<file path="config.mk">
export PLATFORM = sky130hd
export DESIGN_NAME = lcd_stream_src
export DESIGN_NICKNAME = d
export VERILOG_FILES = /design/src/rtl/lcd_stream_src.sv
export SDC_FILE = /design/constraint.sdc
export NUM_CORES = 1
export LEC_CHECK = 0
export ABC_AREA = 1
export BUFFER_PORTS_ARGS = -buffer_cell sky130_fd_sc_hd__buf_4
export CORE_ASPECT_RATIO = 2
export CORE_MARGIN = 1.5
export CORE_UTILIZATION = 49
export CTS_CLUSTER_SIZE = 40
export DETAILED_ROUTE_END_ITERATION = 6
export GPL_ROUTABILITY_DRIVEN = 0
export GPL_TIMING_DRIVEN = 0
export PLACE_DENSITY = 0.71
export SLEW_MARGIN = 20
export SYNTH_ARGS = -nofsm -noshare
export SYNTH_HDL_FRONTEND = slang
export SYNTH_SLANG_ARGS = --single-unit
</file>
<file path="constraint.sdc">
create_clock -name clk -period 3 [get_ports clk]
set_input_delay 0.3 -clock clk [delete_from_list [all_inputs] [get_ports clk]]
set_output_delay 0.3 -clock clk [all_outputs]
set_load 0.02 [all_outputs]
</file>
<file path="src/rtl/lcd_stream_src.sv">
// lcd_stream_src: word source and burst sequencer for the LCD write-strobe
// controller. It runs either a ROM-held init script (cmd/data/delay/end
// entries) or a solid-colour fill, and presents one word plus RS at a time.
// It advances on the controller's addr_en pulse.
//
// state   | meaning
// --------+---------------------------------------------------------------
// IDLE    | no run in progress, waiting for a start request
// INI_NXT | evaluate the script entry at the pointer
// INI_RUN | script write burst active, one ROM entry per word
// INI_DLY | timing a script delay entry (prescaler + ms down-counters)
// COL_RUN | colour fill burst: 0x002C command, then PIXELS colour words
module lcd_stream_src #(
    parameter int ROM_AW     = 8,
    parameter int CLK_PER_MS = 50000,
    parameter int PIXELS     = 76800
) (
    input  logic              clk,
    input  logic              rstn,
    input  logic              start_ini_i,
    input  logic              start_color_i,
    input  logic [15:0]       color_i,
    input  logic              addr_en_i,
    output logic [ROM_AW-1:0] rom_addr_o,
    input  logic [18:0]       rom_data_i,
    output logic              data_trans_o,
    output logic              ini_en_o,
    output logic              color_en_o,
    output logic              data_stop_o,
    output logic              lcd_rs_o,
    output logic [15:0]       lcd_data_o,
    output logic              busy_o,
    output logic              done_o
);

    typedef enum logic [2:0] {
        IDLE    = 3'd0,
        INI_RUN = 3'd1,
        INI_DLY = 3'd2,
        INI_NXT = 3'd3,
        COL_RUN = 3'd4
    } state_t;

    localparam int               PW        = $clog2(CLK_PER_MS + 1);
    localparam logic [PW-1:0]    PRE_LOAD  = PW'(CLK_PER_MS - 1);
    localparam logic [ROM_AW-1:0] PTR_LAST = '1;
    // Last entry a burst may use; the entry at PTR_LAST is always an end.
    localparam logic [ROM_AW-1:0] PTR_PEN  = PTR_LAST - 1'b1;
    localparam logic [16:0]      PIX_LAST  = 17'(PIXELS);
    localparam logic [ROM_AW-1:0] PTR_ONE  = ROM_AW'(1);

    localparam logic [1:0] T_DELAY = 2'b10;
    localparam logic [1:0] T_END   = 2'b11;

    state_t            state;
    logic [ROM_AW-1:0] ptr;
    logic [PW-1:0]     pre_cnt;
    logic [15:0]       ms_cnt;
    logic [16:0]       pix_cnt;
    logic [15:0]       color_q;

    logic        ent_flag;
    logic [1:0]  ent_type;
    logic [15:0] ent_pay;
    logic        ent_last;

    assign ent_flag   = rom_data_i[18];
    assign ent_type   = rom_data_i[17:16];
    assign ent_pay    = rom_data_i[15:0];
    assign ent_last   = ent_flag || (ptr == PTR_PEN);
    assign rom_addr_o = ptr;
    assign busy_o     = (state != IDLE);

    // Sequencer: state, pointer, timers, colour latch and registered burst controls.
    always_ff @(posedge clk or negedge rstn) begin
        if (!rstn) begin
            state        <= IDLE;
            ptr          <= '0;
            pre_cnt      <= '0;
            ms_cnt       <= '0;
            pix_cnt      <= '0;
            color_q      <= '0;
            data_trans_o <= 1'b0;
            ini_en_o     <= 1'b0;
            color_en_o   <= 1'b0;
            done_o       <= 1'b0;
        end else begin
            done_o <= 1'b0;
            case (state)
                IDLE: begin
                    if (start_ini_i) begin
                        ptr   <= '0;
                        state <= INI_NXT;
                    end else if (start_color_i) begin
                        color_q      <= color_i;
                        pix_cnt      <= '0;
                        data_trans_o <= 1'b1;
                        color_en_o   <= 1'b1;
                        state        <= COL_RUN;
                    end
                end
                INI_NXT: begin
                    if ((ptr == PTR_LAST) || (ent_type == T_END)) begin
                        done_o <= 1'b1;
                        state  <= IDLE;
                    end else if (ent_type == T_DELAY) begin
                        // A zero delay is skipped here instead of costing an INI_DLY cycle.
                        if (ent_pay == 16'd0) begin
                            ptr <= ptr + PTR_ONE;
                        end else begin
                            ms_cnt  <= ent_pay - 16'd1;
                            pre_cnt <= PRE_LOAD;
                            state   <= INI_DLY;
                        end
                    end else begin
                        data_trans_o <= 1'b1;
                        ini_en_o     <= 1'b1;
                        state        <= INI_RUN;
                    end
                end
                INI_DLY: begin
                    if (pre_cnt == '0) begin
                        if (ms_cnt == 16'd0) begin
                            ptr   <= ptr + PTR_ONE;
                            state <= INI_NXT;
                        end else begin
                            ms_cnt  <= ms_cnt - 16'd1;
                            pre_cnt <= PRE_LOAD;
                        end
                    end else begin
                        pre_cnt <= pre_cnt - 1'b1;
                    end
                end
                INI_RUN: begin
                    if (addr_en_i) begin
                        ptr <= ptr + PTR_ONE;
                        if (ent_last) begin
                            data_trans_o <= 1'b0;
                            ini_en_o     <= 1'b0;
                            state        <= INI_NXT;
                        end
                    end
                end
                COL_RUN: begin
                    if (addr_en_i) begin
                        pix_cnt <= pix_cnt + 17'd1;
                        if (pix_cnt == PIX_LAST) begin
                            data_trans_o <= 1'b0;
                            color_en_o   <= 1'b0;
                            done_o       <= 1'b1;
                            state        <= IDLE;
                        end
                    end
                end
                default: state <= IDLE;
            endcase
        end
    end

    // Word presented to the bus; only moves when pointer/counter step on addr_en.
    always_comb begin
        lcd_data_o  = 16'h0000;
        lcd_rs_o    = 1'b0;
        data_stop_o = 1'b0;
        case (state)
            INI_RUN: begin
                lcd_data_o  = ent_pay;
                lcd_rs_o    = ent_type[0];
                data_stop_o = ent_last;
            end
            COL_RUN: begin
                if (pix_cnt == 17'd0) begin
                    lcd_data_o = 16'h002C;
                    lcd_rs_o   = 1'b0;
                end else begin
                    lcd_data_o = color_q;
                    lcd_rs_o   = 1'b1;
                end
                data_stop_o = (pix_cnt == PIX_LAST);
            end
            default: begin
                lcd_data_o  = 16'h0000;
                lcd_rs_o    = 1'b0;
                data_stop_o = 1'b0;
            end
        endcase
    end

endmodule
</file>
==> results.py <==
metrics = {
    "floorplanning": {
        "die_y_um": 151,
        "io_pins": 71,
        "design.core.area_sq_mm": 0.0105,
        "die_w_um": 76.8,
        "row_count": 53,
        "die_area_sq_mm": 0.0116,
        "start_util_pct": 50.6,
    },
    "global_route": {
        "grt_pass1_vias": 5516,
        "grt-ovfl-total": 0,
        "gr-usage-all-layers_pct": 28.5,
        "grt_pass1_wl_um": 25900,
        "grt_max_degree": 81,
        "antenna_found_initial": 0,
    },
    "timing": {
        "slew_headroom_pct": 51.2,
        "rsz0062_at_grt": "false",
        "finalCriticalPeriod_ns": 2.62,
        "slew_violations": 0,
        "setup_viol": 0,
        "period_share_pct": 87.3,
        "fmax_mhz": 382,
        "fin_skew_ns": 0.0129,
        "setup_tns_ns": 0,
        "tightest_slew_ns": 0.732,
        "hold_violations": 12,
        "hold_ws_ns": -0.0114,
    },
    "final_layout": {
        "final_cell_mix": "265 x nand2_1, 104 x nand3_1, 87 x inv_1",
        "nets": 926,
        "area_delta_synth_final_pct": 19.0,
        "drive_above_1_share_pct": 14.0,
        "antenna_cells": 0,
        "final_common_cell": "nand2_1",
        "utilization_pct": 60.2,
    },
    "pwr": {
        "leakage_uw": 0.00335,
        "ir_drop_mv": 0.503,
        "power.density_mw_per_mm2": 976,
    },
    "status": {
        "run_status": "finished with violations",
        "violations": "hold timing",
    },
    "synthesis": {
        "synth_top_area_share_pct": 37.5,
        "yosys_warnings": 0,
        "yosysUniqueCellTypes": 33,
        "syn_avg_cell_area_sq_um": 6.68,
        "yosysTopAreaCell": "dfrtp_1",
        "yosysSeqAreaShare_pct": 37.5,
        "syn_inst": 798,
        "synthTopCellsByArea": "dfrtp_1 38%, nand2_1 19%, nand3_1 9.8%",
        "netlist_area_sq_mm": 0.00533,
        "synth_seq_cells": 80,
        "syn-num-nets": 845,
    },
    "critical_path": {
        "worstPathRequired_ns": 2.70,
        "timing.rr.start": "state[2]",
        "cp-start-kind": "flop",
        "cp-end-kind": "output pin",
        "crit_fanout": 10,
        "criticalPathCategory": "reg2out",
        "arrival_ns": 2.32,
        "worstSetupStartpoint": "state[1]",
    },
    "worst_hold_path": {
        "min_path_type": "in2async",
    },
    "place": {
        "dp.final_hpwl_um": 12300,
        "portBuffers": 70,
    },
    "clock_network": {
        "clock_path_buffers": 2,
        "clk-insertion-delay-late_ns": 0.34,
        "htreeDepth": 3,
        "cts_resized": 0,
        "cts_root_buffer": "clkbuf_16",
        "cts_hold_buf": 0,
        "cts_tree": "done",
        "cts_buffers": 9,
        "cts_setup_buffers": 0,
        "clock_sinks": 80,
        "clk_pin_slew_ns": 0.07,
    },
    "detailed_routing": {
        "totalWireLength_um": 15800,
        "wl_per_cell_um": 15.5,
        "num_vias": 5635,
        "drt-pass1-iter-count": 6,
        "viasPerCell": 5.52,
        "drc_errors": 0,
        "drtIter0Drc": 443,
        "detail-route-antenna-nets": 0,
    },
    "job": {
        "cap_viol_max_count": 0,
    },
}
## registers in the layout (all words and copies together), names as in the netlist
register,count
color_q,16
state,3
done_o,1
ini_en_o,1
color_en_o,1
data_trans_o,1
pre_cnt,16
pix_cnt,17
rom_addr_o,8
ms_cnt,16
## cell families after synthesis
kind of cell,Yosys count,share of synthesized area (%)
AND/OR/NAND/NOR,505,41.7
buffers and inverters,113,8.68
flip-flops,80,37.5
AO/OA/AOI/OAI,75,7.53
XOR/XNOR,18,2.96
adder cells (fa/ha/maj),7,1.64
## final timing paths
kind,cells after the start,slack [ns],to
max,9,0.38,lcd_data_o[5]
min,1,-0.01,pre_cnt[15]
max reg2reg,11,0.89,ms_cnt[10]
min reg2reg,2,0.48,color_q[12]
max in group asynchronous,1,2.49,color_q[12]
min in group clk,3,0.15,color_q[7]
## cell type report
| type | count | area [sq um] |
|---|---|---|
| Inverter | 92 | 345 |
| Buffer | 21 | 118 |
| Fill cell | 992 | 4200 |
| Sequential cell | 80 | 2000 |
| Timing Repair Buffer | 70 | 529 |
| Clock buffer | 9 | 225 |
| Clock inverter | 6 | 85.1 |
| Multi-Input combinational cell | 605 | 2870 |
| Tap cell | 137 | 171 |
## critical path, stage by stage (launching register included)
cell     delay, ns
dfrtp_1       0.35
buf_2         0.18
nor2_1        0.22
inv_1         0.06
nor2_1        0.13
buf_2         0.26
buf_2         0.30
o21ai_0       0.18
o21ai_0       0.13
buf_4         0.18
## Yosys cell counts
master	n
buf_6	3
o21ai_0	57
nor3_1	7
clkbuf_1	7
o31ai_1	6
nand4_1	26
nor4_1	3
ha_1	7
inv_1	87
nand2_4	1
or3_1	1
xnor2_1	5
o22ai_1	1
nand3_1	104
buf_2	10
or2_2	1
nor2_2	6
inv_2	4
a21oi_1	4
nand3b_1	5
xor2_1	13
dfrtp_1	80
o21a_1	2
nand2_2	6
o21ai_1	3
nor2_1	72
nand2_1	265
and3_1	1
clkinv_1	1
o21bai_1	2
nor2_4	6
buf_4	1
nand3_2	1
## report_power, final
part | switching [uW] | internal (uW) | total (uW)
Combinational | 2160 | 1060 | 3220
Sequential | 339 | 1470 | 1800
Clock | 443 | 721 | 1160
## per-layer routing
layer  vias to the layer above  global-route usage [%]  wire length [um]
met5                         -                       0                 0
met4                         0                    16.6               786
met3                        55                    4.61               734
met2                       213                    52.7              8540
met1                      2634                    30.0              5770
li1                       2733                       -                 -
## metrics by stage
stage	instances	hold WS, ns	total power [uW]	instance area, sq um	setup slack [ns]
floorplan	798	0.00441	4020	5330	1.07
global placement	1005	0.453	4930	6030	0.876
detailed placement	1005	0.469	5000	6030	0.796
CTS	1020	0.156	6190	6340	0.410
global route	1020	0.0628	6700	6340	0.206
finish	1020	-0.0114	6190	6340	0.381
(Power assumes the default switching activity.)
